===== config.mk =====
export PLATFORM = sky130hd
export DESIGN_NAME = serial_adder_ctrl
export DESIGN_NICKNAME = d
export VERILOG_FILES = /design/src/rtl/serial_adder_ctrl.sv
export SDC_FILE = /design/constraint.sdc
export NUM_CORES = 1
export LEC_CHECK = 0
export ABC_AREA = 1
export BUFFER_PORTS_ARGS = -buffer_cell sky130_fd_sc_hd__buf_2
export CORE_ASPECT_RATIO = 1.25
export CORE_MARGIN = 2
export CORE_UTILIZATION = 50
export CTS_CLUSTER_SIZE = 8
export DETAILED_ROUTE_END_ITERATION = 8
export PLACE_DENSITY_LB_ADDON = 0.25
export SYNTH_ARGS = -nofsm -noshare
export SYNTH_HDL_FRONTEND = slang
export SYNTH_SLANG_ARGS = --single-unit

===== constraint.sdc =====
create_clock -name clk -period 1.8 [get_ports clk]
set_input_delay 0.18 -clock clk [delete_from_list [all_inputs] [get_ports clk]]
set_output_delay 0.18 -clock clk [all_outputs]
set_load 0.005 [all_outputs]

===== src/rtl/serial_adder_ctrl.sv =====
// serial_adder_ctrl: bit-serial addition controller around an external 1-bit full adder.
// Operands are fed to the adder LSB first, one bit per cycle. The carry is registered
// and fed back, and the sum bits are assembled into a parallel result.
// Optional feature: define SERIAL_ADDER_OVF_EN to add the signed-overflow output ovf.
module serial_adder_ctrl #(
    parameter int unsigned WIDTH = 8
) (
    input  logic             clk,
    input  logic             rst_n,
    input  logic             start,
    input  logic [WIDTH-1:0] op_a,
    input  logic [WIDTH-1:0] op_b,
    input  logic             cin_init,
    output logic             fa_a,
    output logic             fa_b,
    output logic             fa_ci,
    input  logic             fa_sum,
    input  logic             fa_co,
    output logic [WIDTH-1:0] result,
    output logic             cout,
    output logic             busy,
    output logic             done
`ifdef SERIAL_ADDER_OVF_EN
    ,
    output logic             ovf
`endif
);

    localparam int unsigned CW = $clog2(WIDTH) + 1;

    typedef enum logic [1:0] {
        IDLE = 2'd0,
        RUN  = 2'd1,
        DONE = 2'd2
    } state_t;

    state_t           state_q;
    state_t           state_d;
    logic [WIDTH-1:0] a_sr;
    logic [WIDTH-1:0] b_sr;
    logic             carry_q;
    logic [CW-1:0]    cnt_q;
    logic             accept_c;
    logic             last_c;

    // The adder is combinational, so its inputs come straight from the shift registers during RUN.
    assign fa_a  = (state_q == RUN) & a_sr[0];
    assign fa_b  = (state_q == RUN) & b_sr[0];
    assign fa_ci = (state_q == RUN) & carry_q;

    // FSM state register.
    always_ff @(posedge clk or negedge rst_n) begin
        if (!rst_n) begin
            state_q <= IDLE;
        end else begin
            state_q <= state_d;
        end
    end

    // Next-state logic. DONE always lasts exactly one cycle.
    always_comb begin
        state_d  = state_q;
        accept_c = 1'b0;
        last_c   = 1'b0;
        case (state_q)
            IDLE: begin
                if (start) begin
                    accept_c = 1'b1;
                    state_d  = RUN;
                end
            end
            RUN: begin
                if (cnt_q == CW'(WIDTH - 1)) begin
                    last_c  = 1'b1;
                    state_d = DONE;
                end
            end
            DONE:    state_d = IDLE;
            default: state_d = IDLE;
        endcase
    end

    // Datapath: capture operands on acceptance, then shift one bit through the adder per cycle.
    always_ff @(posedge clk or negedge rst_n) begin
        if (!rst_n) begin
            a_sr    <= '0;
            b_sr    <= '0;
            carry_q <= 1'b0;
            cnt_q   <= '0;
            result  <= '0;
            cout    <= 1'b0;
        end else if (accept_c) begin
            a_sr    <= op_a;
            b_sr    <= op_b;
            carry_q <= cin_init;
            cnt_q   <= '0;
            result  <= '0;
            cout    <= 1'b0;
        end else if (state_q == RUN) begin
            result  <= {fa_sum, result[WIDTH-1:1]};
            carry_q <= fa_co;
            a_sr    <= a_sr >> 1;
            b_sr    <= b_sr >> 1;
            cnt_q   <= CW'(cnt_q + 1'b1);
            if (last_c) begin
                cout <= fa_co;
            end
        end
    end

    // Status flags are registered from the next state so they line up with state_q.
    always_ff @(posedge clk or negedge rst_n) begin
        if (!rst_n) begin
            busy <= 1'b0;
            done <= 1'b0;
        end else begin
            busy <= (state_d == RUN);
            done <= (state_d == DONE);
        end
    end

`ifdef SERIAL_ADDER_OVF_EN
    // Signed overflow: the carry into the MSB differs from the carry out of the MSB.
    always_ff @(posedge clk or negedge rst_n) begin
        if (!rst_n) begin
            ovf <= 1'b0;
        end else if (accept_c) begin
            ovf <= 1'b0;
        end else if (last_c) begin
            ovf <= fa_ci ^ fa_co;
        end
    end
`endif

endmodule


==> out/metrics.csv, run 1 <==
stage;metric;value;unit
routing;DR WL/cell;11.8;µm
setup_path;Crit. End Element;output pin;
cells_and_area;nets;231;
sta;Final Critical Period;1.43;ns
hold_path;min-delay worst type;in2reg;
cells_and_area;commonest non-fill, non-tap cell in the layout;nand2_1;
setup_path;slowest CP cell;dfrtp_1;
routing;Post-DRT Antenna Nets;0;
floorplanning;Die H;64.9;µm
setup_path;kind of critical path;reg2out;
sta;Setup-failing EPs final;0;
place;placed cell count;236;
clocking;Root Buffer;clkbuf_4;
setup_path;peak per-stage delay on the critical path;0.43;ns
grt;GR Util All Layers;20.3;%
power;switching part of the total;36.7;%
cells_and_area;Non-Filler Instances;245;
routing;1st-iter DRT viols;39;
power;leakage;0.960;nW
floorplanning;CORE AREA;0.00289;mm²
power;P_int;1.72;mW
cells_and_area;Antenna diodes;0;
hold_path;worst hold path cell count;3;
floorplanning;die area;0.00343;mm²
sta;setup_tns;0;ns
grt;first-pass GRT wire length;5090;µm
grt;largest net degree at the start of global routing;35;
grt;vias in the first global route;1181;
yosys;Seq/Total Area, Yosys;57.3;%
setup_path;Critical Path Fanout Max;7;
yosys;Mapped Nets;194;
power;VDD IR max;0.893;mV
routing;Post-route DRC;0;
place;Post-DP HPWL;1990;µm
run_status;status;completed;
routing;vias per std cell;5.06;
routing;via count;1239;
setup_path;Startpoint Class;flop;
clocking;# clock sinks;34;
clocking;worst skew pair latency;0.33;ns
flow_run;Max Cap Violations;0;
clocking;clk buf depth;2;
power;Gate power share;33.7;%
sta;top achievable clock speed;0.698;GHz
floorplanning;Die Width;52.7;µm
power;Clock power frac;19.7;%
sta;fraction of the cycle the final worst path needs;79.6;%
sta;max-slew violation count;0;
power;sw power;0.999;mW
sta;Worst Skew;0.0119;ns
power;Power Total;2.72;mW
routing;router iterations before antenna repair;4;
cells_and_area;share of cells above drive strength 1;22.5;%
yosys;Synth Cell Area;0.00149;mm²
setup_path;reg2reg path depth;6;
cells_and_area;Area growth syn-to-layout;17.2;%
cells_and_area;fillers;269;
clocking;H-tree depth;2;
clocking;CTS Buf Count;5;
setup_path;Worst Path Arrival;1.25;ns
place;IO buf count;35;
yosys;FF+latch count, synth;34;
cells_and_area;commonest cells after routing, fill and taps aside;nand2_1 (71), nand3_1 (35), buf_2 (35);
clocking;CTS clk-pin slew, worst paths;0.10;ns
sta;measured slew at the worst slew-check pin;0.738;ns
power;PwrDens;1560;mW/mm²
routing;WL final;2900;µm
floorplanning;initial core utilization;51.4;%
yosys;Yosys warnings;0;
clocking;post-cts sizing count;0;
grt;initial antenna violation count;0;
setup_path;crit-path cells;inv_1 -> nand2_4 -> nor2_1 -> buf_2;
sta;slew margin rel.;50.8;%
setup_path;WP data required;1.62;ns
clocking;CTS tree;done;
power;Sequential Power Share;46.6;%
place;Routability Congestion;0.763;
yosys;Yosys cell types;14;
sta;Final Hold Fails;0;
grt;Overflow after GRT;0;
sta;RSZ-0062 raised after global routing;no;
floorplanning;I/O pin count;36;
floorplanning;row cnt;22;
yosys;Syn Inst Count;171;
yosys;Syn Area/Cell;8.69;µm²
per-stage QoR:
stage	utilization, %	setup slack [ns]	hold WS, ns	instance area (µm²)
floorplan	-	0.723	-0.116	1490
global placement	57.3	0.602	0.283	1660
detailed placement	57.3	0.537	0.294	1660
CTS	60.2	0.348	0.0362	1740
global route	60.2	0.199	0.0352	1740
finish	60.2	0.367	0.0537	1740
path summary, 6_finish.rpt:
kind / startpoint / end / slack (ns)
min in group asynchronous: rst_n / cnt_q[2] / 0.44
hold / removal: fa_sum / result[7] / 0.05
max in group asynchronous: rst_n / a_sr[0] / 0.88
hold reg to reg: b_sr[7] / b_sr[7] / 0.48
setup / recovery: state_q[1] / fa_a / 0.37
setup reg to reg: state_q[1] / cout / 0.51
flip-flops by register name, summed over array words and instances, names as in the netlist:
name	flops
cnt_q	4
a_sr	8
cout	1
busy	1
result	8
carry_q	1
b_sr	8
done	1
state_q	2
per-layer routing:
layer | up-vias | wire (µm) | track usage, % | part of all wire [%]
met4 | 0 | 19 | 7.37 | 0.66
li1 | 620 | - | - | -
met1 | 584 | 1280 | 25.8 | 44
met3 | 2 | 170 | 6.45 | 5.9
met2 | 33 | 1420 | 32.2 | 49
met5 | - | 0 | 0 | 0
critical path: cells and delay by family, from the launching register on:
kind                   cells  cell delay, ns
and+or+nand+nor            2            0.22
buffers and inverters      2            0.28
DFF                        1            0.43
power by group through the flow:
stage               Sequential (mW)  Combinational [mW]  Clock [mW]
floorplan                      1.26               0.691           0
CTS                            1.27               0.936       0.552
global route                   1.31                1.08       0.587
finish                         1.27               0.917       0.536
global placement               1.27               0.900           0
detailed placement             1.28               0.930           0
logic make-up after synthesis:
family	after synthesis	share of synthesized area [%]
simple gates	115	33.4
flops	34	57.3
buf+inv	16	6.57
compound gates	5	1.94
fa+ha+maj	1	0.842
Yosys cell counts:
library cell	n	share of area, %
o21ai_2	1	0.59
inv_4	1	0.42
nand2_1	71	18
nand3_1	35	12
o21ai_0	4	1.3
nor2_1	5	1.3
buf_2	4	1.3
dfrtp_1	34	57
nand2_4	1	0.76
nor2_4	1	0.76
inv_1	7	1.8
nand4_1	2	0.84
ha_1	1	0.84
buf_6	4	3.0
cell type report:
cell class	count	area (µm²)	share of cell area (%)
tap	36	45.0	2.59
clock buffer	7	45.0	2.59
timing repair buffer	38	200	11.5
sequential	34	851	48.9
inverter	8	32.5	1.87
multi-input combinational	121	537	30.8
clock inverter	1	30.0	1.73
timing repair:
item,CTS,global route
hold buffers,1,0
setup buffers,0,0
hold endpoints to repair,34,0
(Power assumes the default switching activity.)
==> run 2, diff against run 1 <==
CORE_UTILIZATION = 47   (was 50)
clock period = 1.19 ns   (was 1.8 ns; I/O delays follow)
==> run 2 against run 1 <==
  * The run now ends with negative setup slack left
  * Sequential share of layout area decreased by 3.2 points
  * Global-route usage decreased by 0.54 points
  * Combinational power increased by 98%
  * Clock power increased by 8.6%
  * Clock-buffer cell count decreased by 2
  * Critical endpoint is now fa_b
  * Highest routed layer unchanged
==> out/metrics.csv, run 2 (synthesis gave the netlist of run 1 again) <==
stage;metric;value;unit
run_status;status;finished, violations left;
run_status;violated checks;negative setup slack;
routing;Post-DRT Antenna Nets;0;
grt;Overflow after GRT;0;
floorplanning;Die Width;54.3;µm
cells_and_area;commonest non-fill, non-tap cell in the layout;nand2_1;
floorplanning;die area;0.00363;mm²
sta;Final Critical Period;1.24;ns
place;IO buf count;35;
flow_run;Max Cap Violations;0;
cells_and_area;commonest cells after routing, fill and taps aside;nand2_1 (70), nand3_1 (35), buf_2 (35);
floorplanning;I/O pin count;36;
setup_path;Startpoint Class;flop;
clocking;worst skew pair latency;0.33;ns
power;Clock power frac;13.5;%
setup_path;Crit. End Element;output pin;
cells_and_area;largest registers;a_sr x8, b_sr x8, result x8;
clocking;clk buf depth;2;
cells_and_area;Reg area;852;µm²
clocking;CTS tree;done;
routing;vias per std cell;5.07;
place;dpl ws;0.0157;ns
floorplanning;Die H;66.9;µm
routing;WL final;3100;µm
power;Gate power share;42.2;%
place;Routability Congestion;0.810;
sta;setup_tns;-0.284;ns
setup_path;Critical Path Fanout Max;5;
clocking;Root Buffer;clkbuf_4;
grt;initial antenna violation count;0;
floorplanning;initial core utilization;50.0;%
clocking;# clock sinks;34;
routing;1st-iter DRT viols;23;
sta;measured slew at the worst slew-check pin;0.418;ns
sta;max-slew violation count;0;
routing;Post-route DRC;0;
sta;RSZ-0062 raised after global routing;yes;
floorplanning;CORE AREA;0.00297;mm²
cells_and_area;Area growth syn-to-layout;25.6;%
clocking;H-tree depth;2;
sta;Min Hold Slack;0.0174;ns
setup_path;WP data required;1.07;ns
power;PwrDens;2320;mW/mm²
grt;largest net degree at the start of global routing;35;
grt;vias in the first global route;1196;
setup_path;Worst Path Arrival;1.12;ns
cells_and_area;fillers;263;
power;P_int;2.67;mW
power;leakage;1.02;nW
grt;GR Util All Layers;19.8;%
power;VDD IR max;1.41;mV
hold_path;min-delay worst type;in2reg;
power;sw power;1.65;mW
routing;DR WL/cell;12.1;µm
power;Sequential Power Share;44.4;%
place;Post-DP HPWL;2070;µm
setup_path;kind of critical path;reg2out;
sta;Worst Skew;0.00909;ns
cells_and_area;area of the multi-input gates;557;µm²
sta;slew margin rel.;72.1;%
sta;PnR worst setup slack;-0.0491;ns
routing;via count;1297;
floorplanning;row cnt;22;
sta;Setup-failing EPs final;12;
cells_and_area;share of cells above drive strength 1;29.5;%
routing;router iterations before antenna repair;4;
cells_and_area;nets;243;
power;switching part of the total;38.2;%
sta;top achievable clock speed;0.807;GHz
clocking;CTS clk-pin slew, worst paths;0.10;ns
grt;first-pass GRT wire length;5110;µm
cells_and_area;Antenna diodes;0;
sta;fraction of the cycle the final worst path needs;104;%
clocking;CTS Buf Count;5;
sta;Final Hold Fails;0;
run 2: changes by cell type in the layout (fill, tap and decap cells not counted), moves of 2 or more:
cell	change
nor2_4	+2
buf_4	+8
clkinv_2	+2
clkbuf_1	-2
nor2_1	-2
buf_12	+2
run 2: metrics by stage:
stage                     cells  total power, mW  cell area [µm²]  util [%]
after global routing        256             4.69             1870      62.8
after CTS                   254             4.24             1820      61.2
final                       256             4.32             1870      62.8
after global placement      243             3.50             1730      58.3
after detailed placement    243             3.57             1730      58.3
after floorplan             171             2.95             1490         -
run 2: power groups by stage:
stage	clock network [mW]	registers (mW)	logic, mW
after CTS	0.606	1.92	1.71
final	0.582	1.92	1.82
after global placement	0	1.90	1.60
after floorplan	0	1.90	1.05
after detailed placement	0	1.93	1.65
after global routing	0.657	1.98	2.05
run 2: final cells by class:
| cell class | instances | area share, % |
|---|---|---|
| clock inverters | 2 | 0.537 |
| multi-input cells | 121 | 29.8 |
| clock buffers | 5 | 2.01 |
| well taps | 36 | 2.41 |
| inverters | 8 | 2.28 |
| flip-flops and latches | 34 | 45.7 |
| repair buffers | 50 | 17.2 |
run 2: critical path, cell delays in order, from the launching register on:
cell and delay, ns:
dfrtp_1 0.40, inv_2 0.10, nand2_4 0.08, nor2_1 0.09
buf_2 0.11
run 2: what timing repair did:
item | in CTS | in global routing
resized for setup | 3 | 10
endpoints found under the hold margin | 35 | 0
hold buffers | 2 | 0
buffers inserted | 2 | 2
setup endpoints to repair | 3 | 23
run 2: worst paths after layout:
kind / endpoint / slack (ns) / from / cells past startpoint
max: fa_b / -0.05 / state_q[1] / 4
min: b_sr[7] / 0.02 / op_b[7] / 3
max reg2reg: a_sr[5] / -0.03 / state_q[0] / 6
min reg2reg: a_sr[7] / 0.48 / a_sr[7] / 2
max in group asynchronous: state_q[0] / 0.55 / rst_n / 3
min in group asynchronous: result[0] / 0.33 / rst_n / 3
run 2: per-layer routing:
metal | global-route usage, % | vias to the layer above | share of wire [%]
met2 | 32.4 | 39 | 48
met3 | 6.50 | 7 | 6.4
met1 | 22.7 | 602 | 43
met5 | 0 | - | 0
li1 | - | 649 | -
met4 | 9.38 | 0 | 2.2
